## src/rtl/serial_tx_4bit_if.sv

```systemverilog
// Word-in / line-out bundle for serial_tx_4bit: parallel handshake toward the
// register bank plus the serial line, status flags and an FSM debug tap.
interface serial_tx_4bit_if #(
   parameter int WIDTH = 4
);
   logic             Enable;
   logic [WIDTH-1:0] Dato;
   logic             Load;
   logic             Ready;
   logic             Serial;
   logic             Busy;
   logic             Done;
   logic [1:0]       fsm_state;

   // Handshake: a word transfers at a rising edge where Load, Ready and Enable
   // are all high; Load in any other cycle is dropped, never queued.
   modport master (
      output Enable, Dato, Load,
      input  Ready, Serial, Busy, Done, fsm_state
   );

   modport slave (
      input  Enable, Dato, Load,
      output Ready, Serial, Busy, Done, fsm_state
   );
endinterface

```

## src/rtl/serial_tx_4bit.sv

```systemverilog
// Parallel-in serial-out framer: start bit 0, WIDTH data bits LSB first,
// stop bit 1, each held for BIT_CYCLES enabled cycles; all outputs registered.
module serial_tx_4bit #(
   parameter int WIDTH      = 4,
   parameter int BIT_CYCLES = 1
) (
   input logic             Clk,
   input logic             Reset,
   serial_tx_4bit_if.slave bus
);
   localparam int CW = (BIT_CYCLES > 1) ? $clog2(BIT_CYCLES) : 1;
   localparam int BW = (WIDTH > 1) ? $clog2(WIDTH) : 1;
   localparam logic [CW-1:0] CYC_LAST = CW'(BIT_CYCLES - 1);
   localparam logic [BW-1:0] BIT_LAST = BW'(WIDTH - 1);

   typedef enum logic [1:0] {
      IDLE  = 2'd0,
      START = 2'd1,
      DATA  = 2'd2,
      STOP  = 2'd3
   } state_t;

   state_t           state, state_n;
   logic [WIDTH-1:0] shift_q, shift_n;
   logic [BW-1:0]    bit_cnt, bit_n;
   logic [CW-1:0]    cyc_cnt, cyc_n;
   logic             serial_q, serial_n;
   logic             ready_q, busy_q;
   logic             done_q, done_n;
   logic             tc;

   assign tc = (cyc_cnt == CYC_LAST);

   always_comb begin
      state_n = state;
      shift_n = shift_q;
      bit_n   = bit_cnt;
      cyc_n   = cyc_cnt;
      done_n  = 1'b0;

      if (bus.Enable) begin
         if (state == IDLE) begin
            if (bus.Load) begin
               state_n = START;
               shift_n = bus.Dato;
               bit_n   = '0;
               cyc_n   = '0;
            end
         end else if (!tc) begin
            cyc_n = cyc_cnt + CW'(1);
         end else begin
            cyc_n = '0;
            case (state)
               START: state_n = DATA;
               DATA: begin
                  shift_n = shift_q >> 1;
                  bit_n   = bit_cnt + BW'(1);
                  if (bit_cnt == BIT_LAST) begin
                     state_n = STOP;
                     bit_n   = '0;
                  end
               end
               STOP: begin
                  state_n = IDLE;
                  done_n  = 1'b1;
               end
               default: state_n = IDLE;
            endcase
         end
      end

      // Line level is computed from the upcoming state so Serial can be a flop.
      case (state_n)
         START:   serial_n = 1'b0;
         DATA:    serial_n = shift_n[0];
         default: serial_n = 1'b1;
      endcase
   end

   always_ff @(posedge Clk) begin
      if (Reset) begin
         state    <= IDLE;
         shift_q  <= '0;
         bit_cnt  <= '0;
         cyc_cnt  <= '0;
         serial_q <= 1'b1;
         ready_q  <= 1'b1;
         busy_q   <= 1'b0;
         done_q   <= 1'b0;
      end else begin
         state    <= state_n;
         shift_q  <= shift_n;
         bit_cnt  <= bit_n;
         cyc_cnt  <= cyc_n;
         serial_q <= serial_n;
         ready_q  <= (state_n == IDLE);
         busy_q   <= (state_n != IDLE);
         done_q   <= done_n;
      end
   end

   assign bus.Serial    = serial_q;
   assign bus.Ready     = ready_q;
   assign bus.Busy      = busy_q;
   assign bus.Done      = done_q;
   assign bus.fsm_state = state;
endmodule

```

## src/flat_wrapper.sv

```systemverilog
// flat-port wrapper written by rule: the top's interface ports become plain ports
module serial_tx_4bit_flat 
#(
   parameter int WIDTH      = 4,
   parameter int BIT_CYCLES = 1
)
  (Clk, Reset, bus_Enable, bus_Dato, bus_Load, bus_Ready, bus_Serial, bus_Busy, bus_Done, bus_fsm_state);
  serial_tx_4bit_if #(.WIDTH(WIDTH)) bus_i ();
  input logic Clk;
  input logic Reset;
  input wire logic [$bits(bus_i.Enable)-1:0] bus_Enable;
  input wire logic [$bits(bus_i.Dato)-1:0] bus_Dato;
  input wire logic [$bits(bus_i.Load)-1:0] bus_Load;
  output wire logic [$bits(bus_i.Ready)-1:0] bus_Ready;
  output wire logic [$bits(bus_i.Serial)-1:0] bus_Serial;
  output wire logic [$bits(bus_i.Busy)-1:0] bus_Busy;
  output wire logic [$bits(bus_i.Done)-1:0] bus_Done;
  output wire logic [$bits(bus_i.fsm_state)-1:0] bus_fsm_state;
  assign bus_i.Enable = bus_Enable;
  assign bus_i.Dato = bus_Dato;
  assign bus_i.Load = bus_Load;
  assign bus_Ready = bus_i.Ready;
  assign bus_Serial = bus_i.Serial;
  assign bus_Busy = bus_i.Busy;
  assign bus_Done = bus_i.Done;
  assign bus_fsm_state = bus_i.fsm_state;
  serial_tx_4bit #(.WIDTH(WIDTH), .BIT_CYCLES(BIT_CYCLES)) u_core (.Clk(Clk), .Reset(Reset), .bus(bus_i));
endmodule
```

## config.mk

```make
export PLATFORM = sky130hd
export DESIGN_NAME = serial_tx_4bit_flat
export DESIGN_NICKNAME = d
export VERILOG_FILES = /design/src/rtl/serial_tx_4bit_if.sv /design/src/rtl/serial_tx_4bit.sv /design/src/flat_wrapper.sv
export SDC_FILE = /design/constraint.sdc
export NUM_CORES = 1
export LEC_CHECK = 0
export BUFFER_PORTS_ARGS = -buffer_cell sky130_fd_sc_hd__buf_2
export CORE_MARGIN = 2
export CORE_UTILIZATION = 45
export CTS_CLUSTER_DIAMETER = 50
export DETAILED_ROUTE_END_ITERATION = 10
export PLACE_DENSITY = 0.71
export SKIP_CTS_REPAIR_TIMING = 1
export SYNTH_ARGS = -nofsm -noshare
export SYNTH_HDL_FRONTEND = slang
export SYNTH_SLANG_ARGS = --single-unit
```

## constraint.sdc

```tcl
create_clock -name Clk -period 1.8 [get_ports Clk]
set_input_delay 0.54 -clock Clk [delete_from_list [all_inputs] [get_ports Clk]]
set_output_delay 0.54 -clock Clk [all_outputs]
set_load 0.01 [all_outputs]
```

**Yosys cells after proc, flatten, opt, wreduce, memory -nomap -nowiden**

Index checks and enable logic that the tools add are counted.

- Flip-flop bits (word level): 13
- Logic and storage cells: 48
- Bits of input ports: 8

- Eq/ne operators: 8
- $add $sub $neg: 2
- Reductions and logical operators: 7
- Bitwise operators: 1
- Multiplexer cells: 21

Operators with widths:

| kind | number |
|---|---|
| two-way mux 2 bit | 10 |
| two-way mux 4 bit | 4 |
| == test 2 bit (second input constant) | 4 |
| two-way mux 1 bit | 5 |
| == test 2 x 1 -> 1 bit (second input constant) | 2 |
| zero test 2 bit | 2 |
| inequality test 2 bit (second input constant) | 2 |
| case mux 2 bit (2 select lines) | 1 |
| AND reduction 4 bit | 1 |
| nonzero test 2 bit | 2 |
| OR reduction 4 bit | 1 |
| adder 2 x 1 -> 2 bit (second input constant) | 1 |
| case mux 1 bit (2 select lines) | 1 |
| AND reduction 2 bit | 1 |
| adder 1 bit (second input constant) | 1 |
| NOT 1 bit | 1 |

**Longest topological paths before layout**

- Depth in word-level cells: 8
- Gate-level depth with buffers: 9

**Worst setup path before layout**

Ideal clock, no wire load.

- Path type: register to register
- From: register u_core.state[0] (netlist: u_core.bus.fsm_state[0])
- To: register u_core.ready_q (netlist: u_core.bus.Ready)
- Arrival time: 1682 ps
- Buffers on the path: 1
- Slack: -5 ps
- Cell stages (with the launch flop): 9
- Period minus slack after synthesis: 1805 ps
- Setup time: 123 ps
- Path through: dfxtp_1 inv_1 ha_1 buf_6 and2b_2 nand2_1 and2_1 ha_1 or2_2

- Longest elaborated chain between the ends: 6
- Elaborated cells on any way between the ends: 10
- Classes of those cells: 2 x eq/ne; 6 x mux; 2 x reduce/logical

Ends and longest elaborated chain:

| element | RTL line | RTL |
|---|---|---|
| from (decl) | serial_tx_4bit.sv:23 | `state_t state, state_n;` |
| from (signal assigned) | serial_tx_4bit.sv:91 | `state <= state_n;` |
| == test 2 bit, or another cell as far along | serial_tx_4bit.sv:53 | `case (state)` |
| case mux 2 bit (2 select lines) | serial_tx_4bit.sv:53 |  |
| two-way mux 2 bit | serial_tx_4bit.sv:49 | `end else if (!tc) begin` |
| two-way mux 2 bit | serial_tx_4bit.sv:42 | `if (state == IDLE) begin` |
| two-way mux 2 bit (*) | serial_tx_4bit.sv:41 | `if (bus.Enable) begin` |
| zero test 2 bit (*) | serial_tx_4bit.sv:96 | `ready_q <= (state_n == IDLE);` |
| to (signal assigned) | serial_tx_4bit.sv:96 |  |
| to (decl) | serial_tx_4bit.sv:28 | `logic ready_q, busy_q;` |

Every way passes the cells marked *; elsewhere a longest branch is shown, timed or not.
A chain may end at the register's enable or synchronous reset.

**Worst setup path in the final report**

Ends and elaborated chain as after synthesis.

==> flow_summary.ini <==
[run_status]
outcome = finished, final reports clean

[power_and_ir_drop]
leakagePower_uw = 0.000358
pwr-share-clk = 0.288
power_density_nw_per_um2 = 709
p_seq_frac = 0.543
p_sw_uw = 126
comb_power_share = 0.169
intPower_uw = 399
peakVddDrop_v = 0.000324
p_sw_frac = 0.240

[timing]
period_needed_ns = 1.68
fin_crit_sh = 0.932
tns_ns = 0
rsz0062_at_grt = no
worstMarginPinSlew_ns = 0.317
hold_ws_ns = 0.479
fmaxAchievable_mhz = 596
setup_viol = 0
hold_viol_final = 0
slew_headroom = 0.783
slew_viol_final = 0
skew_ns = 0.00247

[setup_path]
worstSetupEndpointType = register
cp_data_required_time_ns = 1.95
r2r-start = u_core.bus.fsm_state[0]$_SDFF_PP0_
r2r-end = u_core.bus.Ready$_SDFF_PP1_
r2r_cells = 6
cpMaxStageDelayCell = dfxtp_4
path_class = reg -> reg
cp_max_fo = 5
cpPeakStageDelay_ns = 0.36
arrival_ns = 1.82
crit_buf_inv = 1
crit_family = simple AND/OR/NAND/NOR gates
startpoint_type = register
path_cells = inv_1 -> ha_2 -> and2b_2 -> o22a_1 -> ha_1 -> or2_2
reg2reg_slack_ns = 0.12

[floorplan]
core-area_um2 = 1300
start_util = 0.487
io_pins = 14
row_count = 13
die_area_um2 = 1730
die_x_um = 41.5
die_h_um = 41.5

[placed_design]
placedInstanceArea_um2 = 712
portBuffers = 13
placed_cells = 92
gp_congestion = 0.762
dp_hpwl_um = 859

[route]
drc = 0
route.vias.total = 493
drt_iter0_markers = 5
routed_via_density = 5.19
routed_wirelength_um = 1120
wl_per_cell_um = 11.8
first_pass_iters = 4
antenna_left = 0

[global_route]
grt_pass1_wl_um = 1970
grt_pass1_vias = 459
antenna_found_initial = 0
grt_usage = 0.148
grt_max_degree = 12
grt_overflow = 0

[clock_network]
clock_latency_ns = 0.26
htree_levels = 1
cts_root_buf = clkbuf_4
cts_tree = built
cts_made_buffers = 3
clk_pin_slew_ns = 0.07
cts_max_path_buffers = 2
clkSinkCount = 12

[layout]
final_cells = 95
area_growth_pct = 16.8
drive_above_1_share = 0.338
final_cell_mix = buf_2 (13), dfxtp_1 (10), ha_1 (6)
final_nets = 97
fill_cells = 124
insertedDiodeCount = 0
finalInstanceArea_um2 = 741
layout.cells.most_common = buf_2

[yosys]
ys_ff_latch = 12
synth_top_area_frac = 0.379
syn_area_um2 = 634
synth-seq-area-share = 0.379
ys_top_cells_by_area = dfxtp_1 (38%), ha_1 (14%), a21oi_1 (3.9%)
syn_area_per_cell_um2 = 9.91
yosys.area.top_type = dfxtp_1
synth_fp_nets = 79
yosys_warnings = 0
ys_types = 29
syn_inst = 64

[hold_path]
holdPathEnd = u_core.bit_cnt[1]$_SDFFE_PP0P_
min_from = u_core.bit_cnt[1]$_SDFFE_PP0P_
hold_depth = 2
hp-class = reg -> reg

[run]
maxCapViolations = 0
-- power by group through the flow --
stage	clock (µW)	sequential [µW]	combinational (µW)
2_1_floorplan	0	295	58.1
3_3_place_gp	0	292	87.9
3_5_place_dp	0	292	87.9
4_1_cts	161	286	88.6
5_1_grt	179	287	98.9
6_report	151	285	88.5
-- kinds of logic after synthesis --
kind of cell | after synthesis | synth area share
mux | 1 | 0.0158
simple gates | 19 | 0.201
fa+ha+maj | 7 | 0.138
flops | 12 | 0.379
compound gates | 17 | 0.195
buf+inv | 8 | 0.0710
-- routing by layer --
| layer | vias up | share of wire | track usage |
|---|---|---|---|
| li1 | 263 | - | - |
| met1 | 215 | 0.50 | 0.211 |
| met2 | 13 | 0.44 | 0.206 |
| met3 | 2 | 0.046 | 0.0304 |
| met4 | 0 | 0.0054 | 0.0774 |
| met5 | - | 0 | 0 |
-- final cells by class --
class,instances,area [µm²],area share
Multi-Input combinational cell,44,352,0.475
Sequential cell,12,245,0.331
Timing Repair Buffer,15,80.1,0.108
Clock buffer,3,22.5,0.0304
Inverter,6,22.5,0.0304
Tap cell,15,18.8,0.0253
-- per-stage QoR --
stage	utilization	total power, µW	worst slack [ns]
floorplan	-	353	0.0436
global placement	0.547	380	0.100
detailed placement	0.547	380	0.0742
CTS	0.564	535	0.0613
global route	0.569	565	0.0245
finish	0.569	525	0.122
-- flip-flops by register name, summed over array words and instances, names as in the netlist --
| signal | count |
|---|---|
| u_core.bus.Busy | 1 |
| u_core.bit_cnt | 2 |
| u_core.bus.Ready | 1 |
| u_core.bus.Done | 1 |
| u_core.bus.Serial | 1 |
| u_core.shift_q | 4 |
| u_core.bus.fsm_state | 2 |
-- worst register-to-register path: stages, from the launching register on --
cell and delay (ns):
dfxtp_4 0.36, inv_1 0.08, ha_2 0.20, and2b_2 0.25, o22a_1 0.22, ha_1 0.20
or2_2 0.26
-- worst max-delay path by stage --
stage	cells past startpoint	start	to
floorplan	8	u_core.bus.fsm_state[1]$_SDFF_PP0_	u_core.bus.Ready$_SDFF_PP1_
global route	6	u_core.bus.fsm_state[0]$_SDFF_PP0_	u_core.bus.Ready$_SDFF_PP1_
detailed placement	5	bus_Enable	u_core.bus.Ready$_SDFF_PP1_
finish	6	u_core.bus.fsm_state[0]$_SDFF_PP0_	u_core.bus.Ready$_SDFF_PP1_
CTS	7	u_core.bus.fsm_state[1]$_SDFF_PP0_	u_core.bus.Ready$_SDFF_PP1_
global placement	5	bus_Enable	u_core.bus.Ready$_SDFF_PP1_
-- cell usage after synthesis --
cell type,count
a21oi_1,5
a41oi_1,1
and2_1,1
and2b_2,1
and3_1,1
buf_6,2
dfxtp_1,12
ha_1,7
inv_1,5
inv_2,1
mux2i_1,1
nand2_1,4
nand3_1,1
nand3b_1,1
nand4_1,1
nand4bb_1,1
nor2_1,3
nor2b_1,1
nor4bb_4,1
o211ai_1,1
o21ai_0,3
o21ba_1,1
o221a_2,2
o22a_1,1
o311ai_0,1
o31a_1,1
o32ai_1,1
or2_2,1
or3_1,2
No activity file was read; power rests on OpenSTA's default activity.
